## src/rtl/immediate_generator_pkg.sv

```systemverilog
// Shared decode constants for the immediate generator: format select
// encodings and the JAL opcode that splits U-type from J-type.
package immediate_generator_pkg;

  typedef enum logic [1:0] {
    IMM_I  = 2'b00,
    IMM_S  = 2'b01,
    IMM_B  = 2'b10,
    IMM_UJ = 2'b11
  } imm_sel_t;

  localparam logic [6:0] OP_JAL = 7'b1101111;

endpackage : immediate_generator_pkg

```

## src/rtl/immediate_generator.sv

```systemverilog
// RV32I immediate extraction for the decode stage; purely combinational
// unless REGISTER_OUTPUT=1, which adds one cycle of latency.
module immediate_generator
  import immediate_generator_pkg::*;
#(
  parameter bit REGISTER_OUTPUT = 1'b0
) (
  input  logic        clk,
  input  logic        rst,
  input  logic [31:0] instruction,
  input  logic [1:0]  imm_sel,
  output logic [31:0] immediate
);

  logic [31:0] immediate_d;
  imm_sel_t    sel;
  logic [6:0]  opcode;
  logic        sign;

  assign sel    = imm_sel_t'(imm_sel);
  assign opcode = instruction[6:0];
  assign sign   = instruction[31];

  always_comb begin
    // NOTE: a default before the case keeps this block latch-free even if an arm is edited later.
    immediate_d = 32'h0000_0000;
    unique case (sel)
      IMM_I: immediate_d = {{20{sign}}, instruction[31:20]};
      IMM_S: immediate_d = {{20{sign}}, instruction[31:25], instruction[11:7]};
      IMM_B: immediate_d = {{19{sign}}, sign, instruction[7],
                            instruction[30:25], instruction[11:8], 1'b0};
      IMM_UJ: begin
        // Only the opcode decides J versus U; every other UJ encoding is U-type.
        if (opcode == OP_JAL) begin
          immediate_d = {{11{sign}}, sign, instruction[19:12], instruction[20],
                         instruction[30:21], 1'b0};
        end else begin
          immediate_d = {instruction[31:12], 12'h000};
        end
      end
      default: immediate_d = 32'h0000_0000;
    endcase
  end

  generate
    if (REGISTER_OUTPUT) begin : g_reg
      logic [31:0] immediate_q;

      always_ff @(posedge clk) begin
        // NOTE: sequential state uses non-blocking assignment so all flops update together at the edge.
        if (rst) begin
          immediate_q <= 32'h0000_0000;
        end else begin
          immediate_q <= immediate_d;
        end
      end

      assign immediate = immediate_q;
    end else begin : g_comb
      // Clock and reset have no function in the combinational build.
      logic unused_clk_rst;
      assign unused_clk_rst = clk ^ rst;
      assign immediate      = immediate_d;
    end
  endgenerate

endmodule : immediate_generator

```

## config.mk

```make
export PLATFORM = sky130hd
export DESIGN_NAME = immediate_generator
export DESIGN_NICKNAME = d
export VERILOG_FILES = /design/src/rtl/immediate_generator_pkg.sv /design/src/rtl/immediate_generator.sv
export SDC_FILE = /design/constraint.sdc
export NUM_CORES = 1
export LEC_CHECK = 0
export CORE_MARGIN = 2
export CORE_UTILIZATION = 27
export DETAILED_ROUTE_END_ITERATION = 10
export PLACE_DENSITY_LB_ADDON = 0.05
export SLEW_MARGIN = 20
export SYNTH_ARGS = -nofsm -noshare
export SYNTH_HDL_FRONTEND = slang
export SYNTH_SLANG_ARGS = --single-unit
```

## constraint.sdc

```tcl
create_clock -name vclk -period 1.4
set_input_delay 0.14 -clock vclk [all_inputs]
set_output_delay 0.14 -clock vclk [all_outputs]
set_load 0.005 [all_outputs]
```

==> parameters.txt, run 1 <==
Parameter                              Value

Timing
  Final Cycle Share ... 1.049
  Slew at the pin closest to its max-slew limit ... around 0.23 ns
  Top achievable clock speed ... between 600 and 700 MHz
  Slew HR ... 0.8441
  Post-layout min period ... around 1.5 ns
  Final hold violation count ... 0
  Final count of negative-setup-slack endpoints ... 15
  Setup slack after layout ... -0.06903 ns
  RSZ-0062 raised after global routing ... true
  Total count of max-transition violations in the final report ... 0

Setup path
  Data arrival time of the critical path ... roughly 1.3 ns
  Crit-path max FO ... 5
  Endpoint class of the critical path ... output port
  CP Data Required Time ... 1.26 ns
  Startpoint-to-endpoint class of the critical path ... in -> out
  Kind of start point of the critical path ... input port

Place
  Estimated wirelength of the detail-placed design ... around 1700 um
  Number of buffers added on ports ... 66
  Post-DP Area ... ~1200 um2
  Cell count after placement ... between 150 and 200
  Final RePlAce weighted congestion ... between 0.6 and 0.7

Detailed routing
  Via density ... 5.276
  WL final ... 3633 um
  Routed wire per std cell ... roughly 19 um
  Violation count after the first detailed-routing iteration ... 32
  Post-DRT Antenna Nets ... 0
  Pre-antenna DRT Iters ... 4
  Total vias in the final route ... 1034
  DRC errors left ... 0

Power and ir drop
  Worst voltage drop across the vdd grid ... 0.0001917 V
  Areal power density over the cells ... between 200 and 300 nW/um2
  Reported leakage power ... between 0.7 and 0.8 nW

Floorplanning
  Floorplan die height ... around 48 um
  Full die area ... 2295 um2
  Count of boundary I/O pins ... a little under 70
  Effective utilization at floorplan ... 0.2950
  Area of the core ... about 1800 um2
  Floorplan row count ... 15
  Die W ... approximately 48 um

Cells and area
  Layout clock buffer count ... 0
  Post-route cell area ... around 1500 um2
  Antenna diodes ... 0
  Area taken by flip-flops and latches ... 0 um2
  Sequential cell count ... 0
  Most frequent cells in the layout ... clkdlybuf4s50_1, buf_2, nand2_1, buf_4, buf_6
  Synthesis-to-layout area growth ... 190.9%
  Layout net count ... about 210
  # fillers ... 107
  Post-layout instance count excluding filler cells ... 196
  Share of final-layout standard cells stronger than drive strength 1 ... 0.5088
  Leading cell type in the layout, fill and taps excluded ... clkdlybuf4s50_1

Logic synthesis
  Simple-Gate Fraction of Synth Area ... 0.2885
  Area of the mapped netlist ... 520.5 um2
  Synthesized-area fraction occupied by ao, oa, aoi and oai cells ... 0.4471
  Sequential cell area fraction in the yosys report ... 0
  Post-Synthesis Cells ... 73
  Post-Synth Adder-Cell Area ... 0
  Post-synthesis mux area share ... 0.09615
  Post-synthesis average cell area ... ~7 um2
  Top cell type's share of synthesized area ... 0.1514
  Number of library cell types mapped by synthesis ... 21
  Synth top area cells ... a31o_1, nand2_1, mux2i_1, a21boi_1, a2bb2oi_1
  Nets in the synthesized netlist ... about 110
  Library cell occupying the most area in the post-synthesis netlist ... a31o_1
  Combinational family with the most area after synthesis ... compound AO/OA/AOI/OAI gates
  Area share of xor/xnor cells in the synthesized design ... 0
  Number of warnings issued by yosys ... 0

GRT
  Remaining global-route overflow ... 0
  Global-route track usage on met3 ... 0.04151
  Met1 layer usage reported by global route ... 0.3275
  First-pass GRT wire length ... approximately 4800 um
  Number of antenna violations at the first check in global routing ... 0
  Pin count of the biggest net entering global routing ... 11
  GR met2 Demand/Resource ... 0.5653
  Number of global-route vias before repair ... around 1000
  GR peak layer ... met2
  Overall fraction of global-route tracks in use ... 0.2955

Job
  Max_cap viols ... 0

Worst hold path
  Hold Path End ... immediate[4]
  Hold Crit Start ... instruction[24]
  Worst hold stages ... 4
  Worst hold path type ... in -> out

Run status
  Violations in the final reports ... setup timing
  Result of the run ... complete, but fails checks
## how the worst max path moves through the flow
stage	start	endpoint	slack, ns	cells after the start
2_1_floorplan	instruction[4]	immediate[20]	0.31	4
3_3_place_gp	instruction[5]	immediate[11]	-0.67	5
3_5_place_dp	instruction[5]	immediate[10]	-0.70	5
4_1_cts	instruction[4]	immediate[20]	-0.01	7
5_1_grt	instruction[4]	immediate[11]	-0.09	6
6_report	instruction[4]	immediate[11]	-0.07	6
## per-layer routing
metal  vias to the layer above  part of all wire
met2                        65              0.53
met3                        10             0.082
li1                        480                 -
met4                         0             0.026
met5                         -                 0
met1                       479              0.36
## where the power goes
part	total [mW]	leakage, nW	switching, mW	internal, mW
Sequential	0	0	0	0
Clock	0	0	0	0
Combinational	0.451	0.726	0.189	0.262
Total	0.451	0.726	0.189	0.262
## timing repair
action	CTS	global route
setup buffers	22	3
pin swaps	15	11
cloned	5	0
hold buffers	0	0
gates resized for setup	145	14
endpoints found under the setup margin	31	23
## final cells by class
type                       instances  area (um2)  area share
inverter                           1       3.754    0.002479
multi-input combinational         65       581.8      0.3843
tap                               25       31.28     0.02066
timing repair buffer             105       897.1      0.5926
## metrics by stage
stage / setup WS (ns) / hold slack (ns) / power (mW) / TNS [ns] / utilization
2_1_floorplan: 0.3146 / 0.3608 / 0.1386 / 0 / -
3_3_place_gp: -0.6725 / 1.199 / 0.4013 / -17.76 / 0.7021
3_5_place_dp: -0.7017 / 1.203 / 0.4087 / -18.66 / 0.7021
4_1_cts: -0.01467 / 0.9414 / 0.4131 / -0.01467 / 0.8390
5_1_grt: -0.08861 / 0.6839 / 0.4744 / -0.8749 / 0.8582
6_report: -0.06903 / 0.6776 / 0.4508 / -0.4491 / 0.8582
## critical path: stages
cell      delay [ns]
buf_6           0.08
and4b_4         0.43
nand4_4         0.18
buf_4           0.17
o221ai_1        0.17
buf_2           0.15
## synthesized netlist by cell type (2+ instances only)
library cell  instances
a31o_2                2
a31o_1                9
a2bb2oi_1             4
a21boi_1              6
buf_2                 4
o21ai_1               4
buf_4                 4
buf_6                 3
nand2_1              21
mux2i_1               5
## kinds of logic (layout without fill, tap and decap cells)
kind of cell           Yosys count  count (layout)
buffers and inverters           12             106
AND/OR/NAND/NOR                 29              32
AO/OA/AOI/OAI                   27              28
multiplexers                     5               5
Power figures use the tool's default switching activity.
==> run 2: changes to the inputs <==
--- a/config.mk
+++ b/config.mk
@@ -8,6 +8,7 @@
 export CORE_MARGIN = 2
 export CORE_UTILIZATION = 27
 export DETAILED_ROUTE_END_ITERATION = 10
+export GPL_TIMING_DRIVEN = 0
 export PLACE_DENSITY_LB_ADDON = 0.05
 export SLEW_MARGIN = 20
 export SYNTH_ARGS = -nofsm -noshare
==> run 2 against run 1 <==
  * The flow now finishes without violations
  * Core utilization down 19 points
  * Sequential share of layout area unchanged
  * Global-route usage down 11 points
  * Combinational power down 26%
  * Critical path depth unchanged
  * Die area unchanged
  * Maximum frequency up 7.6%
  * Non-clock buffer count down 22
  * First-iteration DRC count down 81%
  * Via count down 22%
  * Critical endpoint is now immediate[24]
  * Largest cell class unchanged
==> parameters.txt, run 2 (synthesis results as in run 1) <==
Parameter                              Value

Timing
  Slew HR ... 0.8119
  Setup slack after layout ... approximately 0.035 ns
  Slew at the pin closest to its max-slew limit ... ~0.28 ns
  Final count of negative-setup-slack endpoints ... 0
  Top achievable clock speed ... about 730 MHz
  Post-layout min period ... 1.365 ns
  Hold slack ... approximately 0.69 ns
  Total count of max-transition violations in the final report ... 0
  RSZ-0062 raised after global routing ... true
  Final hold violation count ... 0
  Final Cycle Share ... 0.9750

Cells and area
  Sequential cell count ... 0
  Share of final-layout standard cells stronger than drive strength 1 ... 0.3586
  Antenna diodes ... 0
  Synthesis-to-layout area growth ... 125.5%
  Most frequent cells in the layout ... buf_2, clkdlybuf4s50_1, nand2_1, dlygate4sd2_1, buf_6
  Final core area utilization ... 0.6652
  Layout clock buffer count ... 0
  Area taken by flip-flops and latches ... 0 um2
  Leading cell type in the layout, fill and taps excluded ... buf_2
  Layout net count ... between 150 and 200
  Post-layout instance count excluding filler cells ... 170

Worst hold path
  Worst hold path type ... in -> out

Detailed routing
  Violation count after the first detailed-routing iteration ... 6
  DRC errors left ... 0
  WL final ... ~2100 um
  Pre-antenna DRT Iters ... 4
  Via density ... ~4.8
  Routed wire per std cell ... 12.31 um
  Post-DRT Antenna Nets ... 0
  Total vias in the final route ... 809

Setup path
  Crit-path max FO ... 5
  CP Data Required Time ... approximately 1.3 ns
  Endpoint class of the critical path ... output port
  Kind of start point of the critical path ... input port
  Data arrival time of the critical path ... ~1.2 ns
  Startpoint-to-endpoint class of the critical path ... in -> out

Power and ir drop
  Internal ... ~0.21 mW
  Worst voltage drop across the vdd grid ... 0.0001486 V
  Reported leakage power ... about 0.57 nW
  Power spent charging and discharging nets ... between 0.1 and 0.15 mW
  Areal power density over the cells ... around 290 nW/um2
  Switching portion of total power ... 0.3786
  Clock power frac ... 0
  Combinational group share of total power ... 1.000
  Sequential cell fraction of total power ... 0
  Total chip power ... around 0.34 mW

GRT
  Number of global-route vias before repair ... 724
  Remaining global-route overflow ... 0
  Overall fraction of global-route tracks in use ... 0.1833
  Number of antenna violations at the first check in global routing ... 0
  First-pass GRT wire length ... roughly 3200 um
  Pin count of the biggest net entering global routing ... 11

Place
  Estimated wirelength of the detail-placed design ... about 1600 um
  Cell count after placement ... between 150 and 200
  Worst slack at placement ... -0.6652 ns
  Final RePlAce weighted congestion ... around 0.65
  Number of buffers added on ports ... between 60 and 70

Floorplanning
  Die W ... 47.91 um
  Full die area ... approximately 2300 um2
  Count of boundary I/O pins ... ~70
  Effective utilization at floorplan ... 0.2950
  Floorplan die height ... roughly 48 um
  Area of the core ... about 1800 um2
  Floorplan row count ... 15

Clock network
  Cts hold-fix bufs ... 0

Run status
  Result of the run ... finished, final reports clean

Job
  Max_cap viols ... 0
-- run 2: cell types whose count changed in the layout (fill, tap and decap cells not counted), sizes merged --
cell / previous run / this run
buf: 63 / 44
clkbuf: 5 / 0
nand4: 4 / 1
clkdlybuf4s15: 0 / 2
dlygate4sd2: 12 / 13
dlymetal6s2s: 1 / 0
o2bb2ai: 2 / 1
-- run 2: what timing repair did --
| action | in CTS | in global routing |
|---|---|---|
| gates cloned | 2 | 0 |
| resized for setup | 130 | 2 |
| setup endpoints to repair | 32 | 12 |
| pin swaps | 8 | 8 |
| buffers inserted | 7 | 0 |
-- run 2: metrics by stage --
step                instance area, um2   TNS (ns)
global placement                  1192     -14.44
finish                            1174          0
detailed placement                1192     -14.70
global route                      1174  -0.007372
floorplan                        520.5          0
CTS                               1177          0
-- run 2: worst paths after layout --
check / from / end / slack (ns) / cells after the start
setup / recovery: instruction[1] / immediate[24] / 0.04 / 6
hold / removal: imm_sel[1] / immediate[11] / 0.69 / 3
-- run 2: cell type report --
cell class                      count  area (um2)
Buffer                             11       95.09
Fill cell                         179       590.6
Inverter                            1       3.754
Multi-Input combinational cell     61       455.4
Tap cell                           25       31.28
Timing Repair Buffer               72       588.1
-- run 2: per-layer routing --
layer	GRT usage	wire length [um]	up-vias
met5	0	0	-
met4	0	0	0
met3	0.01509	180	0
met2	0.3547	1026	37
met1	0.2308	885	359
li1	-	-	413
-- run 2: power by group through the flow --
| stage | Combinational, mW | Clock, mW | Sequential [mW] |
|---|---|---|---|
| floorplan | 0.139 | 0 | 0 |
| global placement | 0.387 | 0 | 0 |
| detailed placement | 0.392 | 0 | 0 |
| CTS | 0.338 | 0 | 0 |
| global route | 0.367 | 0 | 0 |
| finish | 0.335 | 0 | 0 |
-- run 2: critical path, cell delays in order --
cell	delay, ns
dlygate4sd2_1	0.27
and4_1	0.22
o2bb2ai_4	0.14
buf_6	0.14
a31o_4	0.20
buf_2	0.12
==> run 3: changes to the inputs <==
--- a/config.mk
+++ b/config.mk
@@ -5,12 +5,12 @@
 export SDC_FILE = /design/constraint.sdc
 export NUM_CORES = 1
 export LEC_CHECK = 0
+export ABC_CLOCK_PERIOD_IN_PS = 1400
 export CORE_MARGIN = 2
 export CORE_UTILIZATION = 27
 export DETAILED_ROUTE_END_ITERATION = 10
 export GPL_TIMING_DRIVEN = 0
 export PLACE_DENSITY_LB_ADDON = 0.05
-export SLEW_MARGIN = 20
 export SYNTH_ARGS = -nofsm -noshare
 export SYNTH_HDL_FRONTEND = slang
 export SYNTH_SLANG_ARGS = --single-unit
==> results of run 3 <==
Same layout as run 2: the final DEF is identical, and so are final timing and power.
